<file path="config.mk">
export PLATFORM = sky130hd
export DESIGN_NAME = serial_cmp_ctrl
export DESIGN_NICKNAME = d
export VERILOG_FILES = /design/src/rtl/serial_cmp_ctrl.sv
export SDC_FILE = /design/constraint.sdc
export NUM_CORES = 1
export LEC_CHECK = 0
export BUFFER_PORTS_ARGS = -buffer_cell sky130_fd_sc_hd__buf_2
export CORE_UTILIZATION = 50
export CTS_CLUSTER_DIAMETER = 50
export DETAILED_ROUTE_END_ITERATION = 7
export GPL_TIMING_DRIVEN = 0
export HOLD_SLACK_MARGIN = 0.06
export PLACE_DENSITY = 0.78
export SLEW_MARGIN = 20
export SYNTH_ARGS = -nofsm -noshare
export SYNTH_HDL_FRONTEND = slang
export SYNTH_SLANG_ARGS = --single-unit
export TNS_END_PERCENT = 10
</file>
<file path="constraint.sdc">
create_clock -name clk -period 1.8 [get_ports clk]
set_input_delay 0 -clock clk [delete_from_list [all_inputs] [get_ports clk]]
set_output_delay 0 -clock clk [all_outputs]
set_load 0.01 [all_outputs]
</file>
<file path="src/rtl/serial_cmp_ctrl.sv">
// Serial magnitude comparator controller: walks two captured operands MSB-pair first
// through an external 2-bit comparator slice and registers the final lt/gt/eq/err result.
module serial_cmp_ctrl #(
    parameter int unsigned WIDTH = 8
) (
    input  logic             clk,
    input  logic             rst,
    input  logic             start,
    input  logic [WIDTH-1:0] a,
    input  logic [WIDTH-1:0] b,
    output logic [1:0]       cmp_a,
    output logic [1:0]       cmp_b,
    input  logic             cmp_lt,
    input  logic             cmp_gt,
    input  logic             cmp_eq,
    output logic             busy,
    output logic             done,
    output logic             lt,
    output logic             gt,
    output logic             eq,
    output logic             err
);

    localparam int unsigned NPAIR = WIDTH / 2;
    localparam int unsigned IW    = (NPAIR > 1) ? $clog2(NPAIR) : 1;

    typedef enum logic [1:0] {
        S_IDLE,
        S_RUN,
        S_DONE
    } state_t;

    state_t          r_state;
    state_t          w_next;
    logic [WIDTH-1:0] r_a;
    logic [WIDTH-1:0] r_b;
    logic [IW-1:0]   r_idx;
    logic            r_lt;
    logic            r_gt;
    logic            r_eq;
    logic            r_err;

    logic            w_onehot;
    logic            w_last;
    logic            w_accept;
    logic [1:0]      w_pair_a;
    logic [1:0]      w_pair_b;

    assign w_onehot = ({cmp_lt, cmp_gt, cmp_eq} == 3'b100) ||
                      ({cmp_lt, cmp_gt, cmp_eq} == 3'b010) ||
                      ({cmp_lt, cmp_gt, cmp_eq} == 3'b001);
    assign w_last   = (r_idx == '0);
    assign w_accept = start && (r_state != S_RUN);

    initial begin : param_check
        assert (WIDTH >= 2 && (WIDTH % 2) == 0)
            else $fatal(1, "serial_cmp_ctrl: WIDTH must be even and >= 2");
    end

    // State register
    always_ff @(posedge clk) begin
        if (rst) begin
            r_state <= S_IDLE;
        end else begin
            r_state <= w_next;
        end
    end

    // Next-state logic
    always_comb begin
        w_next = r_state;
        case (r_state)
            S_IDLE: w_next = start ? S_RUN : S_IDLE;
            S_RUN: begin
                if (!w_onehot || cmp_gt || cmp_lt || (cmp_eq && w_last)) begin
                    w_next = S_DONE;
                end else begin
                    w_next = S_RUN;
                end
            end
            S_DONE:  w_next = start ? S_RUN : S_IDLE;
            default: w_next = S_IDLE;
        endcase
    end

    // Pair selection from the shadow operands for the current index
    always_comb begin
        w_pair_a = '0;
        w_pair_b = '0;
        for (int unsigned k = 0; k < NPAIR; k++) begin
            if (r_idx == IW'(k)) begin
                w_pair_a = r_a[2*k +: 2];
                w_pair_b = r_b[2*k +: 2];
            end
        end
    end

    // Output logic
    always_comb begin
        busy  = 1'b0;
        done  = 1'b0;
        cmp_a = '0;
        cmp_b = '0;
        case (r_state)
            S_RUN: begin
                busy  = 1'b1;
                cmp_a = w_pair_a;
                cmp_b = w_pair_b;
            end
            S_DONE:  done = 1'b1;
            default: ;
        endcase
    end

    // Datapath: shadow operands, pair index and result flags
    always_ff @(posedge clk) begin
        if (rst) begin
            r_a   <= '0;
            r_b   <= '0;
            r_idx <= IW'(NPAIR - 1);
            r_lt  <= 1'b0;
            r_gt  <= 1'b0;
            r_eq  <= 1'b0;
            r_err <= 1'b0;
        end else if (w_accept) begin
            r_a   <= a;
            r_b   <= b;
            r_idx <= IW'(NPAIR - 1);
            r_lt  <= 1'b0;
            r_gt  <= 1'b0;
            r_eq  <= 1'b0;
            r_err <= 1'b0;
        end else if (r_state == S_RUN) begin
            if (!w_onehot) begin
                r_err <= 1'b1;
                r_lt  <= 1'b0;
                r_gt  <= 1'b0;
                r_eq  <= 1'b0;
            end else if (cmp_gt) begin
                r_gt <= 1'b1;
            end else if (cmp_lt) begin
                r_lt <= 1'b1;
            end else if (w_last) begin
                r_eq <= 1'b1;
            end else begin
                r_idx <= r_idx - IW'(1);
            end
        end
    end

    assign lt  = r_lt;
    assign gt  = r_gt;
    assign eq  = r_eq;
    assign err = r_err;

endmodule

</file>
### Word-level counts from Yosys, hierarchy flattened

Index checks and enable logic that the tools add are counted.

| word-level totals | value |
|---|---|
| flip-flop bits (word level) | 24 |
| bits in latches | 0 |
| bits in writable memories | 0 |
| bits in read-only memories | 0 |
| input bits | 22 |
| output and inout bits | 10 |
| word-level logic and storage cells | 68 |
| memories | 0 |

| cells by class | value |
|---|---|
| $add $sub $neg | 1 |
| multipliers | 0 |
| divide/modulo/power cells | 0 |
| magnitude comparators | 0 |
| equal/unequal tests | 14 |
| shift operators | 0 |
| muxes and demuxes | 24 |
| bitwise gates (word level) | 4 |
| reductions and logical operators | 17 |

Operators by type and width:

| cell | count |
|---|---|
| 2-bit two-way mux | 11 |
| 1-bit two-way mux | 12 |
| 2-bit != test, second input constant | 4 |
| 2-bit == test, second input constant | 3 |
| 1-bit logical OR | 5 |
| 5-bit AND reduction | 1 |
| 2-bit by 1-bit == test with 1-bit output, second input constant | 2 |
| 2-bit zero test | 2 |
| 2-bit by 1-bit != test with 1-bit output, second input constant | 2 |
| 1-bit inverter | 4 |
| 2-bit case mux with 2 select lines | 1 |
| 2-bit AND reduction | 2 |
| 4-bit AND reduction | 1 |
| 2-bit OR reduction | 2 |
| 3-bit by 1-bit == test with 1-bit output, second input constant | 1 |
| 3-bit by 2-bit == test with 1-bit output, second input constant | 1 |
| 3-bit == test, second input constant | 1 |
| 3-bit AND reduction | 1 |
| 1-bit logical AND | 2 |
| 2-bit by 1-bit subtractor with 2-bit output, second input constant | 1 |
| 1-bit zero test | 1 |

### Depth between registers and ports, before layout

Gate-level depths: netlist of the first run.

| depth | value |
|---|---|
| depth after elaboration | 9 |
| gate-level depth with buffers | 6 |

### Worst setup path after synthesis of the first run

Ideal clock, no wire load.

| timing path | value |
|---|---|
| path kind | register to register |
| from | register r_idx[0] |
| to | register r_idx[0] |
| arrival | 1.354 ns |
| path slack | 0.384 ns |
| cell stages (with the launch flop) | 6 |
| buffers on the path | 1 |
| period minus slack after synthesis | 1.416 ns |
| path through | dfxtp_1 inv_1 ha_1 clkbuf_1 or4_1 nand3_1 |

| between the ends | value |
|---|---|
| longest elaborated chain between the ends | 3 |
| elaborated cells between the ends (all ways) | 4 |

Ends and longest elaborated chain:

| what | RTL line | text |
|---|---|---|
| from (decl) | 37 | `logic [IW-1:0] r_idx;` |
| from (signal assigned) | 120 | `r_idx <= IW'(NPAIR - 1);` |
| from (signal assigned) | 128 | `r_idx <= IW'(NPAIR - 1);` |
| from (signal assigned) | 146 | `r_idx <= r_idx - IW'(1);` |
| 2-bit zero test | 52 | `assign w_last = (r_idx == '0);` |
| 1-bit inverter (no source line) | - |  |
| 5-bit AND reduction (no source line) | - |  |

Several ways; a longest one is shown, not always the timed one.
A chain may end at the register's enable or synchronous reset.

### Worst setup path after layout of the first run

| timing path | value |
|---|---|
| from | register r_idx[1] |
| to | output port cmp_b[1] |

| between the ends | value |
|---|---|
| longest elaborated chain between the ends | 6 |
| elaborated cells between the ends (all ways) | 9 |

Ends and longest elaborated chain:

| what | RTL line | text |
|---|---|---|
| 2-bit zero test | 91 | `if (r_idx == IW'(k)) begin` |
| 2-bit two-way mux (3 in series) | 91 |  |
| 2-bit two-way mux (*) | 91 |  |
| 2-bit two-way mux (*) | 104 | `case (r_state)` |
| to (decl) | 12 | `output logic [1:0] cmp_b,` |

Every way passes the cells marked *; elsewhere a longest branch is shown, timed or not.

==> results of run 1 <==
## worst max-delay path, stage by stage (launching register included)
cell and delay [ps]:
sky130_fd_sc_hd__dfxtp_4 400, sky130_fd_sc_hd__inv_2 70, sky130_fd_sc_hd__ha_4 180, sky130_fd_sc_hd__nand3b_1 160, sky130_fd_sc_hd__a221o_1 300, sky130_fd_sc_hd__a21oi_1 130, sky130_fd_sc_hd__buf_2 150
## repair_timing
item	CTS	global route
setup endpoints to repair	4	8
hold endpoints to repair	19	0
resized for setup	2	16
cloned	0	0
hold buffers	23	0
## power groups by stage
stage | clock network, uW | logic (uW) | registers (uW)
after CTS | 392 | 176 | 572
after floorplan | 0 | 84.0 | 579
final | 391 | 187 | 572
after global routing | 416 | 204 | 574
after global placement | 0 | 132 | 582
after detailed placement | 0 | 136 | 583
## per-stage QoR
| stage | cells | utilization [%] | setup WS, ps |
|---|---|---|---|
| after global routing | 226 | 76.2 | -6.13 |
| after global placement | 201 | 61.1 | 261 |
| after CTS | 226 | 73.8 | 15.4 |
| final | 226 | 76.2 | 88.0 |
| after floorplan | 143 | - | 384 |
| after detailed placement | 201 | 61.1 | 227 |
## registers in the layout, summed over array words and instances, names as in the netlist
register and count:
eq 1, r_idx 2, lt 1, r_state 2, r_b 8, r_a 8
err 1, gt 1
## logic make-up (layout without fill, tap and decap cells)
family / after synthesis / in the layout / synth area share [%]
buf+inv: 21 / 76 / 7.16
compound gates: 56 / 56 / 27.5
xor+xnor: 1 / 1 / 0.759
flops: 24 / 24 / 41.6
simple gates: 37 / 37 / 18.5
fa+ha+maj: 4 / 4 / 4.34
## placed cells by master, fill, tap and decap left out, drive strengths merged, types with 2 or more instances in the layout
master and count:
dfxtp 24, a221o 4, buf 35, dlygate4sd3 23
a31o 2, inv 8, o211ai 2, a21oi 28
nand3 17, nand2 4, ha 4, o31ai 2
nor3 2, nand3b 4, clkbuf 9, or3b 2
o21ai 18, nand2b 2
## how the worst max path moves through the flow
stage                     to  slack (ps)  cells after the start
CTS                 cmp_b[1]          20                      6
global placement    cmp_a[1]         260                      7
detailed placement  cmp_a[1]         230                      7
floorplan           r_idx[0]         380                      5
finish              cmp_b[1]          90                      6
global route        cmp_a[1]          -6                      6
## Yosys cell counts, types with 4 or more instances
| cell type | instances | area, um2 |
|---|---|---|
| sky130_fd_sc_hd__a21oi_1 | 28 | 140 |
| sky130_fd_sc_hd__dfxtp_1 | 24 | 480 |
| sky130_fd_sc_hd__o21ai_0 | 18 | 90.1 |
| sky130_fd_sc_hd__nand3_1 | 17 | 85.1 |
| sky130_fd_sc_hd__clkbuf_1 | 8 | 30.0 |
| sky130_fd_sc_hd__inv_1 | 8 | 30.0 |
| sky130_fd_sc_hd__a221o_1 | 4 | 40.0 |
| sky130_fd_sc_hd__ha_1 | 4 | 50.1 |
| sky130_fd_sc_hd__nand2_1 | 4 | 15.0 |
| sky130_fd_sc_hd__nand3b_1 | 4 | 30.0 |
## final cells by class
type,instances,area share (%)
buffer,11,3.22
inverter,8,1.80
clock buffer,3,1.35
tap,28,2.10
multi-input combinational,98,37.9
sequential,24,29.1
clock inverter,1,1.80
timing repair buffer,53,22.8
## per-layer routing
layer | up-vias | share of wire [%] | track usage [%] | routed length [um]
li1 | 623 | - | - | -
met1 | 616 | 43 | 31.6 | 1380
met2 | 48 | 51 | 47.8 | 1630
met3 | 5 | 4.9 | 3.70 | 158
met4 | 0 | 1.0 | 10.5 | 33
met5 | - | 0 | 0 | 0
==> impl_summary.log, run 1 <==
INFO  metric ys_async_sr_fraction = 0%
INFO  metric critical_path_class = reg2out
INFO  metric comb_power_share = 16.2%
INFO  metric tritoncts = yes
INFO  metric number_of_storage_elements_in_the_synthesis_netlist = 24
INFO  metric power.share.sequential = 49.7%
INFO  metric avg_vias_per_cell = 5.72
INFO  metric multi_input_comb_area = 632 um2
INFO  metric synth.yosys.warnings = 0
INFO  metric clock-root-buffer = sky130_fd_sc_hd__clkbuf_4
INFO  metric gpl.final_weighted_congestion = 0.809
INFO  metric core_region_area = 2190 um2
INFO  metric synth_cell_type_count = 27
INFO  metric ir_worst_vdd = 0.571 mV
INFO  metric p_leak = 0.000656 uW
INFO  metric placement_rows = 17
INFO  metric hold_path_class = in2reg
INFO  metric postSynthCellCount = 143
INFO  metric firstDrtPassIters = 4
INFO  metric worst_r2r_endpoint = r_b[5]
INFO  metric hold-worst-slack = 90.3 ps
INFO  metric floorplan.initialDensity = 52.7%
INFO  metric cp_data_required_time = 1800 ps
INFO  metric tightest_slew = 489 ps
INFO  metric power_switching_share = 24.0%
INFO  metric status = complete, no violations
INFO  metric min_period_over_period = 95.1%
INFO  metric drc = 0
INFO  metric worst_hold_startpoint = cmp_gt
INFO  metric fin_tns_setup = 0 ps
INFO  metric crit_path_start_kind = flip-flop
INFO  metric clk_latency = 320 ps
INFO  metric yosys_most_used_dff = sky130_fd_sc_hd__dfxtp_1
INFO  metric die_area = 2500 um2
INFO  metric cts_inserted_buffers = 3
INFO  metric min_delay_path_depth = 3
INFO  metric syn-mean-instance-area = 8.07 um2
INFO  metric die-width = 50.0 um
INFO  metric cts.sink_count = 24
INFO  metric dr.first_iter.drc_count = 46
INFO  metric global_route_wire_length_before_repair = 5090 um
INFO  metric critical_path_peak_fanout = 8
INFO  metric top_level_ports = 32
INFO  metric final-hold-violation-count = 0
INFO  metric postPlaceCellArea = 1340 um2
INFO  metric worst-endpoint-arrival = 1710 ps
INFO  metric postCtsSetupRepairBufs = 0
INFO  metric layout.nets = 225
INFO  metric power.density_cell_area = 689 nW/um2
INFO  metric antenna_left = 0
INFO  metric grt_start_max_net_pins = 15
INFO  metric power = 1150 uW
INFO  metric dp_hpwl = 1990 um
INFO  metric vertical_die_dimension = 50.0 um
INFO  metric whs_endpoint = gt
INFO  metric setup-violations-final = 0
INFO  metric timing_max_transition_violations_final = 0
INFO  metric rr_worst_depth = 6
INFO  metric grt_pass1_vias = 1190
INFO  metric antenna_found_initial = 0
INFO  metric globalRouteTotalUtil = 26.8%
INFO  metric fmax_achieved = 584 MHz
INFO  metric final_area = 1670 um2
INFO  metric ys_seq_area_share = 41.6%
INFO  metric synth.net_count = 169
INFO  metric critical_path.startpoint = r_idx[1]
INFO  metric netSwitchingPower = 276 uW
INFO  metric synth_enable_flop_cells = 0
INFO  metric post_synth_instance_area = 1150 um2
INFO  metric insertedDiodeCount = 0
INFO  metric route.final.wire_length = 3200 um
INFO  metric critical_path.endpoint_type = output pin
INFO  metric min_period = 1710 ps
INFO  metric pwr-share-clk = 34.0%
INFO  metric ff_latch_area = 485 um2
INFO  metric layout.filler_cells = 152
INFO  metric rrSetupSlack = 140 ps
INFO  metric count_of_max_cap_constraint_violations = 0
INFO  metric drive_gt1_share = 24.7%
INFO  metric clkTransAtPathRegs = 120 ps
INFO  metric maxSlewHeadroom = 67.4%
INFO  metric skew = 11.4 ps
INFO  metric maximum_level_of_the_cts_h_tree = 1
INFO  metric globalRoute.totalOverflow = 0
INFO  metric r2r_start = r_state[1]
INFO  metric wl_per_cell = 14.1 um
INFO  metric internal_power = 874 uW
INFO  metric port-buffer-count = 30
INFO  metric area_growth_syn_to_layout = 44.7%
INFO  metric cts-root-to-sink-buffers = 2
INFO  metric dr_total_vias = 1292
Power figures use the tool's default switching activity.
==> inputs of run 2 (changes only) <==
--- a/config.mk
+++ b/config.mk
@@ -6,12 +6,12 @@
 export NUM_CORES = 1
 export LEC_CHECK = 0
 export BUFFER_PORTS_ARGS = -buffer_cell sky130_fd_sc_hd__buf_2
-export CORE_UTILIZATION = 50
+export CORE_UTILIZATION = 54
 export CTS_CLUSTER_DIAMETER = 50
 export DETAILED_ROUTE_END_ITERATION = 7
 export GPL_TIMING_DRIVEN = 0
 export HOLD_SLACK_MARGIN = 0.06
-export PLACE_DENSITY = 0.78
+export PLACE_DENSITY = 0.83
 export SLEW_MARGIN = 20
 export SYNTH_ARGS = -nofsm -noshare
 export SYNTH_HDL_FRONTEND = slang
==> constraint.sdc (replaced) <==
create_clock -name clk -period 2.02 [get_ports clk]
set_input_delay 0 -clock clk [delete_from_list [all_inputs] [get_ports clk]]
set_output_delay 0 -clock clk [all_outputs]
set_load 0.01 [all_outputs]
==> run 2 against run 1 <==
Effect of this change:
- critical path depth unchanged
- worst setup slack better by 49 ps
- non-clock buffer count unchanged
- worst hold slack got worse by 9.7 ps
- via count about the same
- clock power down 10%
- largest cell class unchanged
==> impl_summary.log, run 2 (synthesis gave the netlist of run 1 again) <==
INFO  metric status = complete, no violations
INFO  metric dp_hpwl = 1970 um (-1.2%)
INFO  metric fin_cells = 225 (-0.44%)
INFO  metric port-buffer-count = 30 (unchanged)
INFO  metric power = 1020 uW (-11%)
INFO  metric min_period = 1880 ps
INFO  metric clkTransAtPathRegs = 130 ps (about the same)
INFO  metric mostFrequentLayoutCells = sky130_fd_sc_hd__buf_2, sky130_fd_sc_hd__a21oi_1, sky130_fd_sc_hd__dfxtp_1
INFO  metric global_route_wire_length_before_repair = 4890 um (-3.9%)
INFO  metric globalRoute.totalOverflow = 0 (unchanged)
INFO  metric timing.critical_path.buf_inv = 2 (unchanged)
INFO  metric fin_tns_setup = 0 ps (unchanged)
INFO  metric route.final.wire_length = 3290 um (+2.8%)
INFO  metric power_switching_share = 24.0% (about the same)
INFO  metric layout_commonest_cell = sky130_fd_sc_hd__buf_2
INFO  metric vertical_die_dimension = 48.2 um (-3.6%)
INFO  metric internal_power = 777 uW (-11%)
INFO  metric maxSlewHeadroom = 68.9% (+1.5 points)
INFO  metric skew = 5.64 ps (-5.75 ps)
INFO  metric fin_util = 81.5% (+5.3 points)
INFO  metric top_level_ports = 32 (unchanged)
INFO  metric antenna_left = 0 (unchanged)
INFO  metric cts-root-to-sink-buffers = 2 (unchanged)
INFO  metric clk_latency = 320 ps (about the same)
INFO  metric drc = 0 (unchanged)
INFO  metric tritoncts = yes
INFO  metric setup_repair_after_global_routing_missed_its_margin = no
INFO  metric core_region_area = 1980 um2 (-9.5%)
INFO  metric postPlaceCellArea = 1340 um2 (about the same)
INFO  metric insertedDiodeCount = 0 (unchanged)
INFO  metric cp_data_required_time = 2020 ps (+220 ps)
INFO  metric setup-violations-final = 0 (unchanged)
INFO  metric dr.first_iter.drc_count = 32 (-30%)
INFO  metric fmax_achieved = 531 MHz
INFO  metric floorplan.initialDensity = 58.2% (+5.6 points)
INFO  metric globalRouteMet3Util = 4.81% (+1.1 points)
INFO  metric area_growth_syn_to_layout = 40.0%
INFO  metric gpl.final_weighted_congestion = 0.863 (+6.7%)
INFO  metric cp_slowest_cell = sky130_fd_sc_hd__dfxtp_1
INFO  metric grt_start_max_net_pins = 15 (unchanged)
INFO  metric wl_per_cell = 14.6 um (+3.2%)
INFO  metric min_period_over_period = 93.2%
INFO  metric globalRouteMet1Util = 33.8% (+2.2 points)
INFO  metric cts_inserted_buffers = 3 (unchanged)
INFO  metric count_of_max_cap_constraint_violations = 0 (unchanged)
INFO  metric biggestRegsByFlops = r_a (8), r_b (8)
INFO  metric timing.critical_path.cells = inv_1, ha_1, nand3b_1, a221o_1, a21oi_1, buf_2
INFO  metric layout.filler_cells = 130 (-14%)
INFO  metric die-width = 48.2 um (-3.6%)
INFO  metric avg_vias_per_cell = 5.74 (+0.37%)
INFO  metric pwr-share-clk = 34.2% (+0.2 points)
INFO  metric timing_max_transition_violations_final = 0 (unchanged)
INFO  metric globalRouteTotalUtil = 30.6% (+3.9 points)
INFO  metric power.density_cell_area = 633 nW/um2 (-8.1%)
INFO  metric die_area = 2330 um2 (-7.1%)
INFO  metric crit_path_start_kind = flip-flop
INFO  metric clock-root-buffer = sky130_fd_sc_hd__clkbuf_4
INFO  metric power.share.sequential = 49.8% (about the same)
INFO  metric worst-endpoint-arrival = 1880 ps (+170 ps)
INFO  metric tightest_slew = 466 ps (-22.9 ps)
INFO  metric critPathTopFamily = compound AO/OA/AOI/OAI gates
INFO  metric placement_rows = 16 (-1)
INFO  metric final-hold-violation-count = 0 (unchanged)
INFO  metric global_route.usage.met2 = 55.2% (+7.4 points)
INFO  metric placed_cells = 200 (-0.50%)
INFO  metric maximum_level_of_the_cts_h_tree = 1 (unchanged)
INFO  metric hold_path_class = in2reg
INFO  metric crit_path_max_incr_delay = 400 ps (about the same)
INFO  metric netSwitchingPower = 246 uW (-11%)
INFO  metric dr_total_vias = 1291 (-0.077%)
INFO  metric layout.nets = 225 (unchanged)
INFO  metric comb_power_share = 16.0% (-0.2 points)
INFO  metric critical_path_peak_fanout = 8 (unchanged)
INFO  metric ir_worst_vdd = 0.592 mV (+3.6%)
INFO  metric grt_pass1_vias = 1171 (-1.6%)
INFO  metric critical_path_class = reg2out
INFO  metric critical_path.endpoint_type = output pin
INFO  metric antenna_found_initial = 0 (unchanged)
INFO  metric firstDrtPassIters = 4 (unchanged)
INFO  metric p_leak = 0.000657 uW (about the same)
INFO  metric drive_gt1_share = 21.2% (-3.5 points)
INFO  metric cts.sink_count = 24 (unchanged)
INFO  metric globalRoute.busiestLayer = met2
INFO  metric final_area = 1620 um2 (-3.2%)
run 2: cell count changes in the layout (fill, tap and decap cells not counted), moves of 2 or more:
cell and delta:
sky130_fd_sc_hd__dfxtp_1 +2, sky130_fd_sc_hd__ha_1 +2, sky130_fd_sc_hd__ha_4 -3, sky130_fd_sc_hd__inv_2 -2, sky130_fd_sc_hd__inv_1 +2
run 2: routing by layer:
metal / share of wire (%) / vias to the layer above
li1: - / 627
met5: 0 / -
met3: 6.1 / 10
met4: 3.1 / 0
met2: 49 / 59
met1: 42 / 595
run 2: what timing repair did:
action,CTS,global route
setup buffers,0,0
endpoints found under the setup margin,0,4
endpoints found under the hold margin,19,0
gates resized for setup,0,1
hold buffers,23,0
run 2: worst reg2reg max path, stage by stage (launching register included):
cell	delay (ps)
sky130_fd_sc_hd__dfxtp_1	340
sky130_fd_sc_hd__nand2b_1	110
sky130_fd_sc_hd__clkbuf_2	200
sky130_fd_sc_hd__buf_2	270
sky130_fd_sc_hd__nand3_1	110
sky130_fd_sc_hd__dlygate4sd3_1	570
sky130_fd_sc_hd__a21oi_1	120
run 2: worst paths after layout:
kind / from / end / slack (ps) / cells after the start
min reg2reg: r_b[7] / r_b[7] / 490 / 2
min: cmp_gt / gt / 80 / 3
max: r_idx[1] / cmp_b[0] / 140 / 6
max reg2reg: r_state[1] / r_b[4] / 230 / 6
run 2: cell type report:
cell class | count | area [um2] | share of cell area (%)
multi-input cells | 98 | 593 | 36.7
inverters | 8 | 30.0 | 1.86
repair buffers | 53 | 380 | 23.5
clock buffers | 3 | 22.5 | 1.39
plain buffers | 11 | 45.0 | 2.79
well taps | 27 | 33.8 | 2.09
flip-flops and latches | 24 | 480 | 29.7
clock inverters | 1 | 30.0 | 1.86
run 2: stage by stage:
step	hold slack, ps	setup slack [ps]
6_report	80.6	137
5_1_grt	97.4	21.6
2_1_floorplan	142	604
3_5_place_dp	260	422
4_1_cts	79.8	50.7
3_3_place_gp	252	473
run 2: power groups by stage:
stage	sequential, uW	combinational, uW	clock, uW
floorplan	516	74.9	0
global placement	518	116	0
detailed placement	520	121	0
CTS	509	157	353
global route	512	178	376
finish	509	163	350
